**config.mk**
```make
export PLATFORM = sky130hd
export DESIGN_NAME = conv_tile_engine_flat
export DESIGN_NICKNAME = d
export VERILOG_FILES = /design/src/rtl/conv_tile_engine_if.sv /design/src/rtl/conv_tile_engine.sv /design/src/flat_wrapper.sv
export SDC_FILE = /design/constraint.sdc
export NUM_CORES = 2
export LEC_CHECK = 0
export ABC_CLOCK_PERIOD_IN_PS = 17100
export CORE_MARGIN = 4
export CORE_UTILIZATION = 30
export CTS_BUF_LIST = sky130_fd_sc_hd__clkbuf_8
export CTS_CLUSTER_DIAMETER = 50
export CTS_CLUSTER_SIZE = 24
export DETAILED_ROUTE_END_ITERATION = 10
export GPL_TIMING_DRIVEN = 0
export SYNTH_ARGS = -nofsm -noshare
export SYNTH_HDL_FRONTEND = slang
export SYNTH_SLANG_ARGS = --single-unit
```
**constraint.sdc**
```tcl
create_clock -name clk -period 17.1 [get_ports clk]
set_input_delay 3.42 -clock clk [delete_from_list [all_inputs] [get_ports clk]]
set_output_delay 3.42 -clock clk [all_outputs]
set_load 0.05 [all_outputs]
```
**src/rtl/conv_tile_engine_if.sv**
```systemverilog
// =====================================================================
// Module : conv_tile_engine_if -- run request and result bundle
// Rev    : 1.0
// =====================================================================
`default_nettype none

interface conv_tile_engine_if #(
  parameter int DATA_W  = 8,
  parameter int K       = 3,
  parameter int OUT_DIM = 4,
  parameter int OUT_W   = 16
);
  localparam int c_tile_dim = OUT_DIM + K - 1;

  logic              start;
  logic              mode_signed;
  logic              relu_en;
  logic [DATA_W-1:0] input_tile [0:c_tile_dim-1][0:c_tile_dim-1];
  logic [DATA_W-1:0] kernel     [0:K-1][0:K-1];
  logic [OUT_W-1:0]  c          [0:OUT_DIM-1][0:OUT_DIM-1];
  logic              busy;
  logic              done;

  modport master (
    output start, mode_signed, relu_en, input_tile, kernel,
    input  c, busy, done
  );

  modport slave (
    input  start, mode_signed, relu_en, input_tile, kernel,
    output c, busy, done
  );
endinterface

`default_nettype wire

```
**src/rtl/conv_tile_engine.sv**
```systemverilog
// =====================================================================
// Module : conv_tile_engine -- KxK correlation over an OUT_DIM^2 tile, LANES MACs
// Rev    : 1.0
// =====================================================================
`default_nettype none

module conv_tile_engine #(
  parameter int DATA_W  = 8,
  parameter int K       = 3,
  parameter int OUT_DIM = 4,
  parameter int LANES   = 5,
  parameter int ACC_W   = 20,
  parameter int OUT_W   = 16
) (
  input  logic                  clk,
  input  logic                  rst_n,
  conv_tile_engine_if.slave     bus
);
  localparam int c_tile_dim = OUT_DIM + K - 1;
  localparam int c_nout     = OUT_DIM * OUT_DIM;
  localparam int c_groups   = (c_nout + LANES - 1) / LANES;
  localparam int c_kw       = (K > 1) ? $clog2(K) : 1;
  localparam int c_gw       = (c_groups > 1) ? $clog2(c_groups) : 1;
  localparam int c_tw       = $clog2(c_tile_dim);
  localparam logic [ACC_W-1:0]        c_umax = ACC_W'({OUT_W{1'b1}});
  localparam logic signed [ACC_W-1:0] c_smax = ACC_W'({1'b0, {(OUT_W-1){1'b1}}});
  localparam logic signed [ACC_W-1:0] c_smin = ~c_smax;

  typedef enum logic [1:0] {
    S_IDLE  = 2'd0,
    S_MAC   = 2'd1,
    S_FINAL = 2'd2
  } state_t;

  state_t r_state, w_state_nxt;
  logic   w_accept, w_busy_nxt, w_done_nxt, w_last;
  logic   r_busy, r_done, r_signed, r_relu;

  logic [DATA_W-1:0] r_tile [0:c_tile_dim-1][0:c_tile_dim-1];
  logic [DATA_W-1:0] r_kern [0:K-1][0:K-1];
  logic [ACC_W-1:0]  r_acc  [0:c_nout-1];
  logic [OUT_W-1:0]  r_c    [0:OUT_DIM-1][0:OUT_DIM-1];
  logic [OUT_W-1:0]  w_sat  [0:c_nout-1];
  logic [c_gw-1:0]   r_g;
  logic [c_kw-1:0]   r_m, r_n;

  logic [c_tw-1:0]         w_bi    [0:LANES-1];
  logic [c_tw-1:0]         w_bj    [0:LANES-1];
  logic                    w_valid [0:LANES-1];
  logic signed [ACC_W-1:0] w_prod  [0:LANES-1];

  assign w_last = (r_g == c_gw'(c_groups - 1)) && (r_m == c_kw'(K - 1)) && (r_n == c_kw'(K - 1));

  always_ff @(posedge clk) begin
    if (!rst_n) r_state <= S_IDLE;
    else        r_state <= w_state_nxt;
  end

  always_comb begin
    w_state_nxt = r_state;
    w_accept    = 1'b0;
    case (r_state)
      S_IDLE: if (bus.start) begin
        w_state_nxt = S_MAC;
        w_accept    = 1'b1;
      end
      S_MAC:   if (w_last) w_state_nxt = S_FINAL;
      S_FINAL: w_state_nxt = S_IDLE;
      default: w_state_nxt = S_IDLE;
    endcase
    w_busy_nxt = (w_state_nxt != S_IDLE);
    w_done_nxt = (r_state == S_FINAL);
  end

  // Map each lane to the output pixel it serves in the current group.
  always_comb begin
    for (int l = 0; l < LANES; l++) begin
      w_bi[l]    = '0;
      w_bj[l]    = '0;
      w_valid[l] = 1'b0;
      for (int g = 0; g < c_groups; g++) begin
        if (r_g == c_gw'(g) && (g * LANES + l) < c_nout) begin
          w_bi[l]    = c_tw'((g * LANES + l) / OUT_DIM);
          w_bj[l]    = c_tw'((g * LANES + l) % OUT_DIM);
          w_valid[l] = 1'b1;
        end
      end
    end
  end

  generate
    for (genvar l = 0; l < LANES; l++) begin : g_lane
      logic [DATA_W-1:0]          w_a, w_b;
      logic signed [DATA_W:0]     w_ae, w_be;
      logic signed [2*DATA_W+1:0] w_p;
      assign w_a = w_valid[l] ? r_tile[w_bi[l] + c_tw'(r_m)][w_bj[l] + c_tw'(r_n)] : '0;
      assign w_b = r_kern[r_m][r_n];
      // One extra bit lets a single signed multiplier serve both modes.
      assign w_ae = {r_signed & w_a[DATA_W-1], w_a};
      assign w_be = {r_signed & w_b[DATA_W-1], w_b};
      assign w_p  = w_ae * w_be;
      assign w_prod[l] = ACC_W'(w_p);
    end
  endgenerate

  always_comb begin
    for (int p = 0; p < c_nout; p++) begin
      w_sat[p] = r_acc[p][OUT_W-1:0];
      if (r_signed) begin
        if (r_relu && r_acc[p][ACC_W-1])      w_sat[p] = '0;
        else if ($signed(r_acc[p]) > c_smax)  w_sat[p] = OUT_W'(c_smax);
        else if ($signed(r_acc[p]) < c_smin)  w_sat[p] = OUT_W'(c_smin);
      end else if (r_acc[p] > c_umax) begin
        w_sat[p] = '1;
      end
    end
  end

  always_ff @(posedge clk) begin
    if (!rst_n) begin
      r_busy   <= 1'b0;
      r_done   <= 1'b0;
      r_signed <= 1'b0;
      r_relu   <= 1'b0;
      r_g      <= '0;
      r_m      <= '0;
      r_n      <= '0;
      for (int r = 0; r < c_tile_dim; r++)
        for (int q = 0; q < c_tile_dim; q++) r_tile[r][q] <= '0;
      for (int r = 0; r < K; r++)
        for (int q = 0; q < K; q++) r_kern[r][q] <= '0;
      for (int p = 0; p < c_nout; p++) r_acc[p] <= '0;
      for (int i = 0; i < OUT_DIM; i++)
        for (int j = 0; j < OUT_DIM; j++) r_c[i][j] <= '0;
    end else begin
      r_busy <= w_busy_nxt;
      r_done <= w_done_nxt;
      if (w_accept) begin
        r_tile   <= bus.input_tile;
        r_kern   <= bus.kernel;
        r_signed <= bus.mode_signed;
        r_relu   <= bus.relu_en;
        r_g      <= '0;
        r_m      <= '0;
        r_n      <= '0;
        for (int p = 0; p < c_nout; p++) r_acc[p] <= '0;
      end else if (r_state == S_MAC) begin
        for (int p = 0; p < c_nout; p++)
          if (r_g == c_gw'(p / LANES)) r_acc[p] <= r_acc[p] + w_prod[p % LANES];
        if (r_n == c_kw'(K - 1)) begin
          r_n <= '0;
          if (r_m == c_kw'(K - 1)) begin
            r_m <= '0;
            r_g <= r_g + 1'b1;
          end else begin
            r_m <= r_m + 1'b1;
          end
        end else begin
          r_n <= r_n + 1'b1;
        end
      end else if (r_state == S_FINAL) begin
        for (int i = 0; i < OUT_DIM; i++)
          for (int j = 0; j < OUT_DIM; j++) r_c[i][j] <= w_sat[i * OUT_DIM + j];
      end
    end
  end

  assign bus.c    = r_c;
  assign bus.busy = r_busy;
  assign bus.done = r_done;

endmodule

`default_nettype wire

```
**src/flat_wrapper.sv**
```systemverilog
// flat-port wrapper written by rule: the top's interface ports become plain ports
module conv_tile_engine_flat 
#(
  parameter int DATA_W  = 8,
  parameter int K       = 3,
  parameter int OUT_DIM = 4,
  parameter int LANES   = 5,
  parameter int ACC_W   = 20,
  parameter int OUT_W   = 16
)
  (clk, rst_n, bus_start, bus_mode_signed, bus_relu_en, bus_input_tile, bus_kernel, bus_c, bus_busy, bus_done);
  conv_tile_engine_if #(.DATA_W(DATA_W), .K(K), .OUT_DIM(OUT_DIM), .OUT_W(OUT_W)) bus_i ();
  input  logic clk;
  input  logic rst_n;
  input wire logic [$bits(bus_i.start)-1:0] bus_start;
  input wire logic [$bits(bus_i.mode_signed)-1:0] bus_mode_signed;
  input wire logic [$bits(bus_i.relu_en)-1:0] bus_relu_en;
  input wire logic [$bits(bus_i.input_tile)-1:0] bus_input_tile;
  input wire logic [$bits(bus_i.kernel)-1:0] bus_kernel;
  output wire logic [$bits(bus_i.c)-1:0] bus_c;
  output wire logic [$bits(bus_i.busy)-1:0] bus_busy;
  output wire logic [$bits(bus_i.done)-1:0] bus_done;
  assign bus_i.start = bus_start;
  assign bus_i.mode_signed = bus_mode_signed;
  assign bus_i.relu_en = bus_relu_en;
  assign bus_i.input_tile = {>>{bus_input_tile}};
  assign bus_i.kernel = {>>{bus_kernel}};
  assign bus_c = {>>{bus_i.c}};
  assign bus_busy = bus_i.busy;
  assign bus_done = bus_i.done;
  conv_tile_engine #(.DATA_W(DATA_W), .K(K), .OUT_DIM(OUT_DIM), .LANES(LANES), .ACC_W(ACC_W), .OUT_W(OUT_W)) u_core (.clk(clk), .rst_n(rst_n), .bus(bus_i));
endmodule
```
==> metrics.txt <==
worst r2r src=u_core.r_g[0]; count of vias placed by the detailed router=67.6k; setup repair after global routing missed its margin=false; worst skew pair latency=1.01 ns; Post-Route Utilization=a little over a third; internal power consumption=4.09 mW; first-pass GRT wire length=approximately 470 mm; count of buffering cells on the critical path with inverters included=7; TritonCTS Buffers=120; area overhead of the layout relative to synthesis=17.7%; post-route worst setup slack=4.03 ns; critical path's top delay family=adder cells; Pre-Repair DR Iteration Count=7; status=complete, but fails checks; Die Height=513 um; number of different library cells in the post-synthesis netlist=88; Achievable Freq=76.5 MHz; cell mode on critical path=sky130_fd_sc_hd__fa_1; maximum fanout along the worst path=10; hold buffer count at CTS=0; total net switching power=approximately 2.6 mW; total power density per cell area=74.1 nW/um2; cell count after synthesis=between 7k and 8k; mean cell area of the mapped netlist=just under 10 um2; switching portion of total power=38.7%; Die W=513 um; post-route setup TNS=0 ns; Critical Path RT=about 18 ns; area share of xor/xnor cells in the synthesized design=3.85%; leftover overflow at the end of global routing=0; crit share post-route=76.5%; Period minus WS final=between 10 and 15 ns; slew at the pin closest to its max-slew limit=1.51 ns; CORE AREA=approximately 250,000 um2; Most used DFF post-synth=sky130_fd_sc_hd__dfxtp_1; share of total power in combinational logic=30.3%; count of yosys warnings during synthesis=0; adder and majority cell fraction of the synthesized area=18.2%; clock slew at reported path FFs=0.09 ns; hold path start=u_core.bus.c[10]; clock tree sinks=948; first-iteration detailed-routing DRC count=approximately 7.2k; level count of the clock H-tree=3; sort of element at the end of the critical path=register; share of synthesized registers carrying an async set or reset=0%; net count reported at finish=~9.7k; via count normalized by instance count=~5.7; number of global-route vias before repair=65.8k; multiplexer share of the synthesized area=13.3%; slowest stage cell on the critical path=sky130_fd_sc_hd__a21oi_1; DRC Markers=0; failing checks=max-capacitance violations, max-slew violations; post-synthesis compound-gate area fraction=a little under a fifth; relative slew slack=-0.386%; Crit Path Category=register to register; arrival time of the worst setup path=approximately 14 ns; Routed Antenna Nets=0; Max Buffers Root-to-Sink=3; combinational family with the most area after synthesis=compound AO/OA/AOI/OAI gates; total nets after synthesis=slightly below 9k; share of total power in the clock network=about 30%; synthesis-stage register bit count=948; number of hold violations in the final report=0; worst min path class=register to register; post-CTS setup repair buffer count=0; GRT Overall Usage=24.6%; number of flops mapped to enable cells by yosys=300; Final setup violation count=0; post-cts sizing count=0; reported max-cap violation count=1; fraction of final layout cells with drive strength greater than 1=approximately a tenth; initial core utilization=30.1%; row count=roughly 190; synthesized cell area=around 76,000 um2; largest net degree at the start of global routing=62; DP Wirelength=between 200 and 300 mm; overall power=around 6.7 mW; static leakage=36.0 nW; clock root buffer=sky130_fd_sc_hd__clkbuf_8; delay of the slowest critical-path stage=1.11 ns; die area=between 200,000 and 300,000 um2; post-synthesis share of cell area spent on and, or, nand and nor gates=11.8%; number of standard cells in the final layout excluding fillers=11.9k; worst slack after detailed placement=4.27 ns; critical path launch point=u_core.r_g[0]; IO Port Bufs=between 600 and 700; portion of total power attributed to sequential cells=39.9%; number of top-level pins=623; max-slew violation total from the final report=11; antenna violations before repair=36; share of the yosys chip area belonging to registers=28.7%; Final Skew=0.101 ns; type of origin of the critical path=register; wire length after detailed routing=334 mm; cell count after placement=11.7k; routability cong.=1.01; largest voltage drop on the vdd net=0.0593 mV; clock tree from TritonCTS=built; average wire length per cell after detail routing=28.0 um
## registers in the layout, indices dropped and copies added, names as in the netlist
register	flops
u_core.r_acc	320
u_core.r_tile	288
u_core.bus.c	256
u_core.r_kern	72
u_core.r_g	2
u_core.r_m	2
u_core.r_n	2
u_core.r_state	2
u_core.bus.busy	1
u_core.bus.done	1
u_core.r_relu	1
u_core.r_signed	1
## logic make-up (layout without fill, tap and decap cells)
logic type               after synthesis  count (layout)
AO/OA/AOI/OAI                       2049            2049
XOR/XNOR                             335             335
AND/OR/NAND/NOR                     2020            2020
flip-flops                           948             948
multiplexers                         506             506
other                                  0              18
adder cells (fa/ha/maj)              884             884
buffers and inverters                948            1807
## power by group through the flow
stage	clock, mW	sequential [mW]	combinational, mW
6_report	1.99	2.66	2.02
3_3_place_gp	0	2.70	1.94
4_1_cts	2.03	2.65	2.00
3_5_place_dp	0	2.70	1.98
2_1_floorplan	0	2.59	1.33
5_1_grt	2.12	2.67	2.19
## final timing paths
kind                                            end  slack (ns)  cells after the start
worst max-delay path            u_core.r_acc[0][19]        4.03                     34
worst min-delay path               u_core.bus.c[10]        0.47                      2
worst max register to register  u_core.r_acc[0][19]        4.03                     34
worst min register to register     u_core.bus.c[10]        0.47                      2
## cell type report
class,instances,area (um2)
antenna,18,45.0
inverter,460,1730
sequential,948,22000
fill,25400,164000
clock inverter,105,1160
clock buffer,125,1720
tap,3366,4210
multi-input combinational,5794,50500
buffer,488,2300
timing repair buffer,629,6380
## cell usage in the layout (no fill, tap or decap), types with 42 or more instances in the layout
cell / synthesis / routed
sky130_fd_sc_hd__nor2_1: 811 / 811
sky130_fd_sc_hd__dfxtp_1: 648 / 648
sky130_fd_sc_hd__clkdlybuf4s50_1: 0 / 622
sky130_fd_sc_hd__nand2_1: 560 / 559
sky130_fd_sc_hd__ha_1: 507 / 507
sky130_fd_sc_hd__inv_1: 455 / 464
sky130_fd_sc_hd__o21ai_0: 397 / 396
sky130_fd_sc_hd__a22o_1: 387 / 387
sky130_fd_sc_hd__fa_1: 377 / 377
sky130_fd_sc_hd__mux4_2: 362 / 362
sky130_fd_sc_hd__clkbuf_1: 373 / 360
sky130_fd_sc_hd__edfxtp_1: 300 / 300
sky130_fd_sc_hd__o211ai_1: 264 / 264
sky130_fd_sc_hd__a21boi_0: 245 / 245
sky130_fd_sc_hd__a21oi_1: 232 / 232
sky130_fd_sc_hd__xnor2_1: 188 / 185
sky130_fd_sc_hd__nor3_1: 148 / 148
sky130_fd_sc_hd__xor2_1: 146 / 146
sky130_fd_sc_hd__clkbuf_8: 0 / 125
sky130_fd_sc_hd__nand2b_1: 91 / 91
sky130_fd_sc_hd__a21o_1: 89 / 89
sky130_fd_sc_hd__and2_1: 82 / 82
sky130_fd_sc_hd__o21a_1: 82 / 82
sky130_fd_sc_hd__nor2b_1: 71 / 71
sky130_fd_sc_hd__mux2i_1: 63 / 63
sky130_fd_sc_hd__nand3_1: 59 / 59
sky130_fd_sc_hd__a211oi_1: 55 / 55
sky130_fd_sc_hd__mux2_2: 47 / 47
sky130_fd_sc_hd__a22oi_1: 42 / 42
## layer usage
layer	routed length (um)	share of wire [%]	global-route usage (%)	vias up
met1	137000	41	32.3	33300
met5	78	0.023	0.164	-
li1	-	-	-	29700
met2	146000	44	38.2	3835
met4	19600	5.9	11.8	10
met3	31800	9.5	5.54	747
## tightest hold or removal path, cell delays in order (launching register included)
cell and delay, ns:
sky130_fd_sc_hd__dfxtp_1 0.31, sky130_fd_sc_hd__nand2_1 0.05, sky130_fd_sc_hd__a21boi_0 0.06
## through the flow
stage	hold WS (ns)	instance area (um2)
final	0.466	90000
after global routing	0.483	90000
after CTS	0.468	90000
after detailed placement	0.458	87100
after global placement	0.452	86900
after floorplan	0.443	76500
## synthesized netlist by cell type (232+ instances only)
master	count	area, um2
sky130_fd_sc_hd__nor2_1	811	3040
sky130_fd_sc_hd__dfxtp_1	648	13000
sky130_fd_sc_hd__fa_1	377	7550
sky130_fd_sc_hd__a21oi_1	232	1160
sky130_fd_sc_hd__o211ai_1	264	1980
sky130_fd_sc_hd__ha_1	507	6340
sky130_fd_sc_hd__inv_1	455	1710
sky130_fd_sc_hd__mux4_2	362	8150
sky130_fd_sc_hd__nand2_1	560	2100
sky130_fd_sc_hd__clkbuf_1	373	1400
sky130_fd_sc_hd__a22o_1	387	3390
sky130_fd_sc_hd__edfxtp_1	300	9010
sky130_fd_sc_hd__a21boi_0	245	1840
sky130_fd_sc_hd__o21ai_0	397	1990
Power figures use the tool's default switching activity.
